$ cat config.mk
export PLATFORM = sky130hd
export DESIGN_NAME = incline_sat_filt
export DESIGN_NICKNAME = d
export VERILOG_FILES = /design/src/rtl/incline_pkg.sv /design/src/rtl/incline_sat_filt_clamp.sv /design/src/rtl/incline_sat_filt.sv
export SDC_FILE = /design/constraint.sdc
export NUM_CORES = 1
export LEC_CHECK = 0
export CORE_UTILIZATION = 60
export CTS_BUF_LIST = sky130_fd_sc_hd__clkbuf_8
export CTS_CLUSTER_SIZE = 40
export DETAILED_ROUTE_END_ITERATION = 8
export PLACE_DENSITY = 0.93
export SYNTH_ARGS = -nofsm -noshare
export SYNTH_HDL_FRONTEND = slang
export SYNTH_SLANG_ARGS = --single-unit
$ cat constraint.sdc
create_clock -name clk -period 4.9 [get_ports clk]
set_clock_uncertainty 0.2 [all_clocks]
set_input_delay 0.98 -clock clk [delete_from_list [all_inputs] [get_ports clk]]
set_output_delay 0.98 -clock clk [all_outputs]
set_load 0.01 [all_outputs]
$ cat src/rtl/incline_pkg.sv
// Shared types for the incline saturation filter: FSM state encoding and
// the signed saturation limits for a given output width.
package incline_pkg;

   typedef enum logic {
      UNPRIMED = 1'b0,
      RUN      = 1'b1
   } state_t;

   typedef struct packed {
      int lo;
      int hi;
   } sat_lim_t;

   function automatic sat_lim_t sat_limits(input int unsigned out_w);
      sat_lim_t lim;
      lim.hi = (1 << (out_w - 1)) - 1;
      lim.lo = -(1 << (out_w - 1));
      return lim;
   endfunction

endpackage

$ cat src/rtl/incline_sat_filt_clamp.sv
// sat_clamp: combinational signed clamp from IN_W down to the OUT_W range,
// with a flag raised whenever the value had to be clipped.
module sat_clamp
   import incline_pkg::*;
#(
   parameter int IN_W  = 13,
   parameter int OUT_W = 10
) (
   input  logic signed [IN_W-1:0]  din,
   output logic signed [OUT_W-1:0] dout,
   output logic                    clipped
);

   localparam sat_lim_t LIM = sat_limits(OUT_W);
   localparam logic signed [IN_W-1:0] HI = IN_W'(LIM.hi);
   localparam logic signed [IN_W-1:0] LO = IN_W'(LIM.lo);

   always_comb begin
      clipped = 1'b0;
      dout    = din[OUT_W-1:0];
      if (din > HI) begin
         dout    = HI[OUT_W-1:0];
         clipped = 1'b1;
      end else if (din < LO) begin
         dout    = LO[OUT_W-1:0];
         clipped = 1'b1;
      end
   end

endmodule

$ cat src/rtl/incline_sat_filt.sv
// Two-stage incline conditioner: clamp to OUT_W, then EMA filter and register.
// Define INCLINE_SLEW_LIMIT_EN to add a per-sample slew limit of SLEW_MAX.
module incline_sat_filt
   import incline_pkg::*;
#(
   parameter int IN_W     = 13,
   parameter int OUT_W    = 10,
   parameter int AVG_LOG2 = 2,
   parameter int SLEW_MAX = 16
) (
   input  logic             clk,
   input  logic             rst_n,
   input  logic             in_vld,
   input  logic [IN_W-1:0]  incline,
   input  logic             clr_cnt,
   output logic             out_vld,
   output logic [OUT_W-1:0] incline_sat,
   output logic             sat_flag,
   output logic [7:0]       sat_cnt
);

   localparam int AW = OUT_W + AVG_LOG2;
   localparam bit CFG_OK = (OUT_W < IN_W) && (AVG_LOG2 >= 0) && (AVG_LOG2 <= 4) && (SLEW_MAX > 0);

   // Empty marker block: present only for an illegal parameter set.
   if (!CFG_OK) begin : g_cfg_illegal_parameters
   end

   state_t                  state;
   logic                    s1_vld;
   logic                    s1_clip;
   logic signed [OUT_W-1:0] s1_val;
   logic signed [OUT_W-1:0] clamp_val;
   logic                    clamp_clip;
   logic signed [AW-1:0]    acc;
   logic signed [AW:0]      acc_sum;
   logic signed [AW-1:0]    acc_nxt;
   logic signed [AW-1:0]    acc_prime;
   logic signed [OUT_W-1:0] filt;
   logic signed [OUT_W-1:0] sat_nxt;

   sat_clamp #(
      .IN_W  (IN_W),
      .OUT_W (OUT_W)
   ) u_clamp (
      .din     (incline),
      .dout    (clamp_val),
      .clipped (clamp_clip)
   );

   always_ff @(posedge clk) begin
      if (!rst_n) begin
         s1_vld  <= 1'b0;
         s1_clip <= 1'b0;
         s1_val  <= '0;
      end else begin
         s1_vld <= in_vld;
         if (in_vld) begin
            s1_val  <= clamp_val;
            s1_clip <= clamp_clip;
         end
      end
   end

   // One guard bit keeps acc + s transiently representable before the subtract.
   always_comb begin
      acc_sum   = (AW+1)'(acc) + (AW+1)'(s1_val) - (AW+1)'(acc >>> AVG_LOG2);
      acc_nxt   = acc_sum[AW-1:0];
      acc_prime = AW'(s1_val) <<< AVG_LOG2;
      filt      = OUT_W'(acc_nxt >>> AVG_LOG2);
   end

`ifdef INCLINE_SLEW_LIMIT_EN
   localparam logic signed [OUT_W:0] SLEW_LIM = (OUT_W+1)'(SLEW_MAX);

   logic signed [OUT_W:0] diff;
   logic signed [OUT_W:0] step;
   logic signed [OUT_W:0] slewed;

   // Result lies between prev and filt, so truncating back to OUT_W is exact.
   always_comb begin
      diff = (OUT_W+1)'(filt) - (OUT_W+1)'($signed(incline_sat));
      step = diff;
      if (diff > SLEW_MAX) begin
         step = SLEW_LIM;
      end else if (diff < -SLEW_MAX) begin
         step = -SLEW_LIM;
      end
      slewed  = (OUT_W+1)'($signed(incline_sat)) + step;
      sat_nxt = slewed[OUT_W-1:0];
   end
`else
   always_comb begin
      sat_nxt = filt;
   end
`endif

   always_ff @(posedge clk) begin
      if (!rst_n) begin
         state       <= UNPRIMED;
         acc         <= '0;
         incline_sat <= '0;
         out_vld     <= 1'b0;
         sat_flag    <= 1'b0;
         sat_cnt     <= '0;
      end else begin
         out_vld <= s1_vld;
         if (clr_cnt) begin
            sat_cnt <= '0;
         end else if (s1_vld && s1_clip && (sat_cnt != '1)) begin
            sat_cnt <= sat_cnt + 8'd1;
         end
         if (s1_vld) begin
            sat_flag <= s1_clip;
            if (state == UNPRIMED) begin
               acc         <= acc_prime;
               incline_sat <= s1_val;
               state       <= RUN;
            end else begin
               acc         <= acc_nxt;
               incline_sat <= sat_nxt;
            end
         end
      end
   end

endmodule
* Word-level counts from Yosys, hierarchy flattened
Cells that the tools add are included.
Cells by class: $add $sub $neg 3, multipliers 0, divide/modulo/power cells 0, magnitude comparators 2, eq/ne operators 1, shift operators 0, muxes and demuxes 6, bitwise gates (word level) 1, reduce and logical (&&, ||, !) cells 3
Operators with widths (count):
- 10-bit two-way mux | 3
- 13-bit by 10-bit greater-than comparator with 1-bit output, second input constant | 1
- 13-bit by 10-bit less-than comparator with 1-bit output, second input constant | 1
- 12-bit by 10-bit adder with 12-bit output | 1
- 12-bit two-way mux | 1
- 12-bit by 10-bit subtractor with 12-bit output | 1
- 8-bit by 1-bit adder with 8-bit output, second input constant | 1
- 8-bit != test, second input constant | 1
- 1-bit logical AND | 2
- 1-bit two-way mux | 2
- 2-bit OR reduction | 1
- 1-bit inverter | 1
Storage, ports and cells: register bits after elaboration 45, bits in latches 0, RAM bits 0, bits in read-only memories 0, logic and storage cells 25, memories 0

* Logic depth before layout (Yosys ltp)
word-level depth 3, gate-level depth with buffers 12

* By module
A second synthesis with hierarchy kept.
Unflattened totals: cells, all modules 309, area total of the unflattened synthesis 2587.5 um^2
Modules (own cells, without submodules):
- incline_sat_filt | times used 1, cells each 272, area an instance 2333.5 um^2
- sat_clamp | times used 1, cells each 37, area an instance 254.0 um^2

* Worst setup path after synthesis
OpenSTA, ideal clock, no wires.
path kind reg-to-reg, start point register incline_sat[1] (netlist name), end point register incline_sat[5], library setup time 116 ps, arrival 2346 ps, slack 2237 ps, stages on the path, launching flop included 11, path buffers 0, cell sequence dfxtp_1 -> inv_1 -> fa_1 -> inv_1 -> ha_1 -> a21oi_1 -> nor2b_1 -> a311o_1 -> a31oi_1 -> mux2i_1 -> o211a_1
RTL lines:
- end signal, assigned | line incline_sat_filt.sv:117 | incline_sat <= s1_val;
- end signal, assigned | line incline_sat_filt.sv:121 | incline_sat <= sat_nxt;
- end, declared | line incline_sat_filt.sv:17 | output logic [OUT_W-1:0] incline_sat,

* Final worst setup path
start point register s1_val[1], end point register incline_sat[8]
On the way: word-level cells in the longest chain between the ends 3
RTL lines:
- start, declared | line incline_sat_filt.sv:32 | logic signed [OUT_W-1:0] s1_val;
- start signal, assigned | line incline_sat_filt.sv:59 | s1_val <= clamp_val;
- 12-bit by 10-bit adder with 12-bit output | line incline_sat_filt.sv:67 | acc_sum = (AW+1)'(acc) + (AW+1)'(s1_val) - (AW+1)'(acc >>> AVG_LOG2);
- 12-bit by 10-bit subtractor with 12-bit output | line incline_sat_filt.sv:67
- 10-bit two-way mux | line incline_sat_filt.sv:115 | if (state == UNPRIMED) begin
No other way between the ends. A chain may end at the register's enable or synchronous reset.

==> results by stage <==
Clock tree:
- The number of buffers on the longest clock path is 2.
- The buffer type at the clock tree root is sky130_fd_sc_hd__clkbuf_8.
- Clock-pin slew was measured on the worst setup and hold paths at 0.07 ns.
- The clock net sink count is 35.
- TritonCTS built the clock tree.
- Buffers added to address setup during post-CTS repair amount to 0.
- For this design, the CTS-stage hold fixing added 0 buffers.
- The clock reaches the later pin of the worst-skew pair after 0.29 ns.
- The number of levels in the clock H-tree is 2.
- The total of cells resized after clock tree synthesis is 0.
- Buffers inserted during clock tree synthesis total 5.

Placement:
- Once placement finished, the instance area stood at 2670 um2.
- Before CTS, the worst setup slack after placement is 2.02 ns.
- The congestion estimate from routability-driven global placement came to 0.858.
- In this run the tool buffered the top-level ports with 36 buffer cells.
- After legalization and detailed placement, the total HPWL measured 3650 um.

Synthesis:
- The leading register cell type out of synthesis is sky130_fd_sc_hd__dfxtp_1.
- After synthesis the netlist holds a flip-flop and latch count of 35.
- The library cell with the highest instance count after synthesis is sky130_fd_sc_hd__inv_1.
- After synthesis, the mean cell area works out to 8.26 um2.
- Counting flops with an async set or reset pin after synthesis yields a share of 0%.
- The mapped cell area is 2360 um2.
- Sorting the synthesized cells by area gives the leading types as sky130_fd_sc_hd__dfxtp_1 30%, sky130_fd_sc_hd__fa_1 9.3%, sky130_fd_sc_hd__o21ai_0 7.8%.
- When the netlist entered floorplanning its net count stood at 328.
- The most area-hungry cell type in the Yosys netlist is sky130_fd_sc_hd__dfxtp_1.
- In the synthesized netlist, the cells that appear most often are 44 x sky130_fd_sc_hd__inv_1, 37 x sky130_fd_sc_hd__o21ai_0, 35 x sky130_fd_sc_hd__dfxtp_1, 22 x sky130_fd_sc_hd__nor2_1, 16 x sky130_fd_sc_hd__a21oi_1.
- The netlist uses 39 different library cells.
- The synthesized design contains 0 enable-type register cells.
- During synthesis, Yosys emitted a total of 0 warnings.
- The sequential element share of the synthesized area is 29.7%.
- The post-synthesis instance total is 286.
- The share of Yosys cell area claimed by the top area cell type is 29.7%.

Pwr:
- The analysis attributes to cell leakage a power of 1.16 nW.
- The reported net switching power is 0.000276 W.
- VDD sags by at most 0.195 mV.
- The ratio of total power to cell area is 303 nW/um2.
- The relative contribution of sequential cells to total power is 37.7%.
- The portion of total power attributed to the clock network is 26.9%.
- The switching part of the total power is 32.8%.
- The cell-internal power is 0.000565 W.
- The combinational cell fraction of total power is 35.4%.

Setup path:
- The number of buffers and inverters on the critical path is 1.
- The maximum fanout along the worst path is 3.
- The family with the most delay on the worst path is adder cells.
- The most prevalent standard cell on the critical path is sky130_fd_sc_hd__fa_1.
- STA classifies the critical path startpoint as a flop.
- The delay of the slowest cell on the worst path is 0.52 ns.
- The critical path goes through inv_1 -> fa_1 -> fa_1 -> nand2b_1 -> a21oi_1 -> a31oi_1 -> o21ai_0 -> xor2_1 -> o21a_1.
- The endpoint type of the worst setup path is a flop.
- The worst setup path category is reg2reg.
- The data arrival time of the worst path is 2.87 ns.
- The largest individual stage delay along the critical path comes from the cell sky130_fd_sc_hd__fa_1.
- At the worst endpoint, the required time is 4.89 ns.

STA:
- The number of failing setup endpoints in the final timing report is 0.
- The slack of the critical path is 2.02 ns.
- For the pin with the worst max-slew slack, the measured transition is 0.937 ns.
- The total count of hold-check failures in the final report is 0.
- The total negative slack is 0 ns.
- The final number of max-transition violations is 0.
- The remaining max-slew budget at the tightest pin is 37.5%.
- The share of the cycle needed by the critical path after routing is 58.8%.
- The achievable clock frequency is 347 MHz.
- The routed design could run at a clock period as short as 2.88 ns.
- Setup repair after global routing left no endpoint under its margin.

Drt:
- The via density per instance is 5.42.
- The remaining antenna violation count is 0.
- In the final routed layout, each cell accounts on average for 13.6 um.
- Before antenna repair, the detailed router went through 5 iterations.
- The number of remaining DRC errors is 0.
- The iteration-0 DRC count of the detailed router is 132.
- The final layout contains routed wiring with a total length of 4870 um.
- The detailed router placed 1946 vias in this run.

Floorplanning:
- The horizontal extent of the die is 64.7 um.
- The number of top-level design ports is 37.
- The effective utilization at floorplan is 63.6%.
- The core area is 3720 um2.
- After floorplanning, the core was divided into 22 placement rows.
- The floorplan step defined a die boundary enclosing 4190 um2.
- The overall die height is 64.7 um.

GRT:
- The first global-routing pass estimated 8290 um of wire.
- The number of global-route vias before repair is 1885.
- Entering global routing, the biggest net connects 32 pins.
- The number of antenna violations at the first check in global routing is 0.
- Across every metal layer, demand over resource in global routing totals 25.7%.
- The total overflow left after global routing is 0.

Min path:
- The kind of path behind the tightest hold check is reg2reg.

Flow run:
- The max capacitance violation total is 0.

Cells and area:
- The layout overhead on the synthesized area is 17.4%.
- The net total in the final layout is 352.
- Cells with a size suffix above 1 make up 3.86% of the layout.
- After filler insertion, the fill cell instance count of the layout stands at 271.
- 0 antenna diodes ended up in the layout.
- The final instance area is 2770 um2.

Outcome:
- The run finished with clean final reports.
-- state kept, by name, summed over array words and instances, names as in the netlist, 2 cells and up --
register and flops:
s1_val 10, sat_cnt 8, incline_sat 10, acc 2
-- power by group through the flow --
stage          sequential [W]  clock [W]  combinational (W)
2_1_floorplan        0.000314          0           0.000233
4_1_cts              0.000317   0.000231           0.000297
6_report             0.000317   0.000227           0.000298
5_1_grt              0.000319   0.000248           0.000334
3_5_place_dp         0.000323          0           0.000294
3_3_place_gp         0.000322          0           0.000284
-- cell type report --
cell class	instances	area [um2]	area share, %
clock buffers	7	96.3	3.47
well taps	48	60.1	2.17
flip-flops and latches	35	701	25.3
clock inverters	1	3.75	0.135
multi-input cells	188	1390	50.0
inverters	44	165	5.95
repair buffers	36	360	13.0
-- final timing paths --
kind / start / end / slack [ns] / depth (start not counted)
worst max-delay path: s1_val[1]$_SDFFE_PN0P_ / incline_sat[8]$_SDFFE_PN0P_ / 2.02 / 9
worst min-delay path: sat_cnt[5]$_SDFFE_PP0P_ / sat_cnt[5]$_SDFFE_PP0P_ / 0.32 / 2
worst max register to register: s1_val[1]$_SDFFE_PN0P_ / incline_sat[8]$_SDFFE_PN0P_ / 2.02 / 9
worst min register to register: sat_cnt[5]$_SDFFE_PP0P_ / sat_cnt[5]$_SDFFE_PP0P_ / 0.32 / 2
-- tightest hold or removal path, cell delays in order (launching register included) --
cell and delay [ns]:
sky130_fd_sc_hd__dfxtp_1 0.33, sky130_fd_sc_hd__o21ai_0 0.08, sky130_fd_sc_hd__a21oi_1 0.06
-- per-layer routing --
layer / routed length, um / vias to the layer above / track usage (%)
met2: 2410 / 52 / 42.7
met1: 2120 / 904 / 32.2
li1: - / 981 / -
met4: 63 / 0 / 8.33
met5: 0 / - / 0
met3: 279 / 9 / 6.87
-- metrics by stage --
step                      util [%]  power [W]  cells  hold WS (ns)
after floorplan                  -   0.000547    286         0.270
after global placement        72.0   0.000606    351         0.287
after detailed placement      72.0   0.000617    351         0.292
after CTS                     74.6   0.000845    359         0.314
after global routing          74.6   0.000901    359         0.353
final                         74.6   0.000841    359         0.321
-- cell usage in the layout, fill, tap and decap left out, types with 11 or more instances in the layout --
master | synthesis | final
sky130_fd_sc_hd__fa_1 | 11 | 11
sky130_fd_sc_hd__ha_1 | 14 | 14
sky130_fd_sc_hd__nor2_1 | 22 | 22
sky130_fd_sc_hd__a21oi_1 | 16 | 16
sky130_fd_sc_hd__and2_1 | 13 | 13
sky130_fd_sc_hd__o21ai_0 | 37 | 37
sky130_fd_sc_hd__dfxtp_1 | 35 | 35
sky130_fd_sc_hd__clkdlybuf4s50_1 | 0 | 36
sky130_fd_sc_hd__inv_1 | 44 | 45
-- logic make-up (layout without fill, tap and decap cells) --
logic type | Yosys count | in the layout | share of synthesized area, %
simple gates | 65 | 65 | 14.2
xor+xnor | 16 | 16 | 5.93
mux | 5 | 5 | 2.12
buf+inv | 63 | 88 | 11.6
fa+ha+maj | 25 | 25 | 16.7
compound gates | 77 | 77 | 19.7
flops | 35 | 35 | 29.7
No activity file was read; power rests on OpenSTA's default activity.
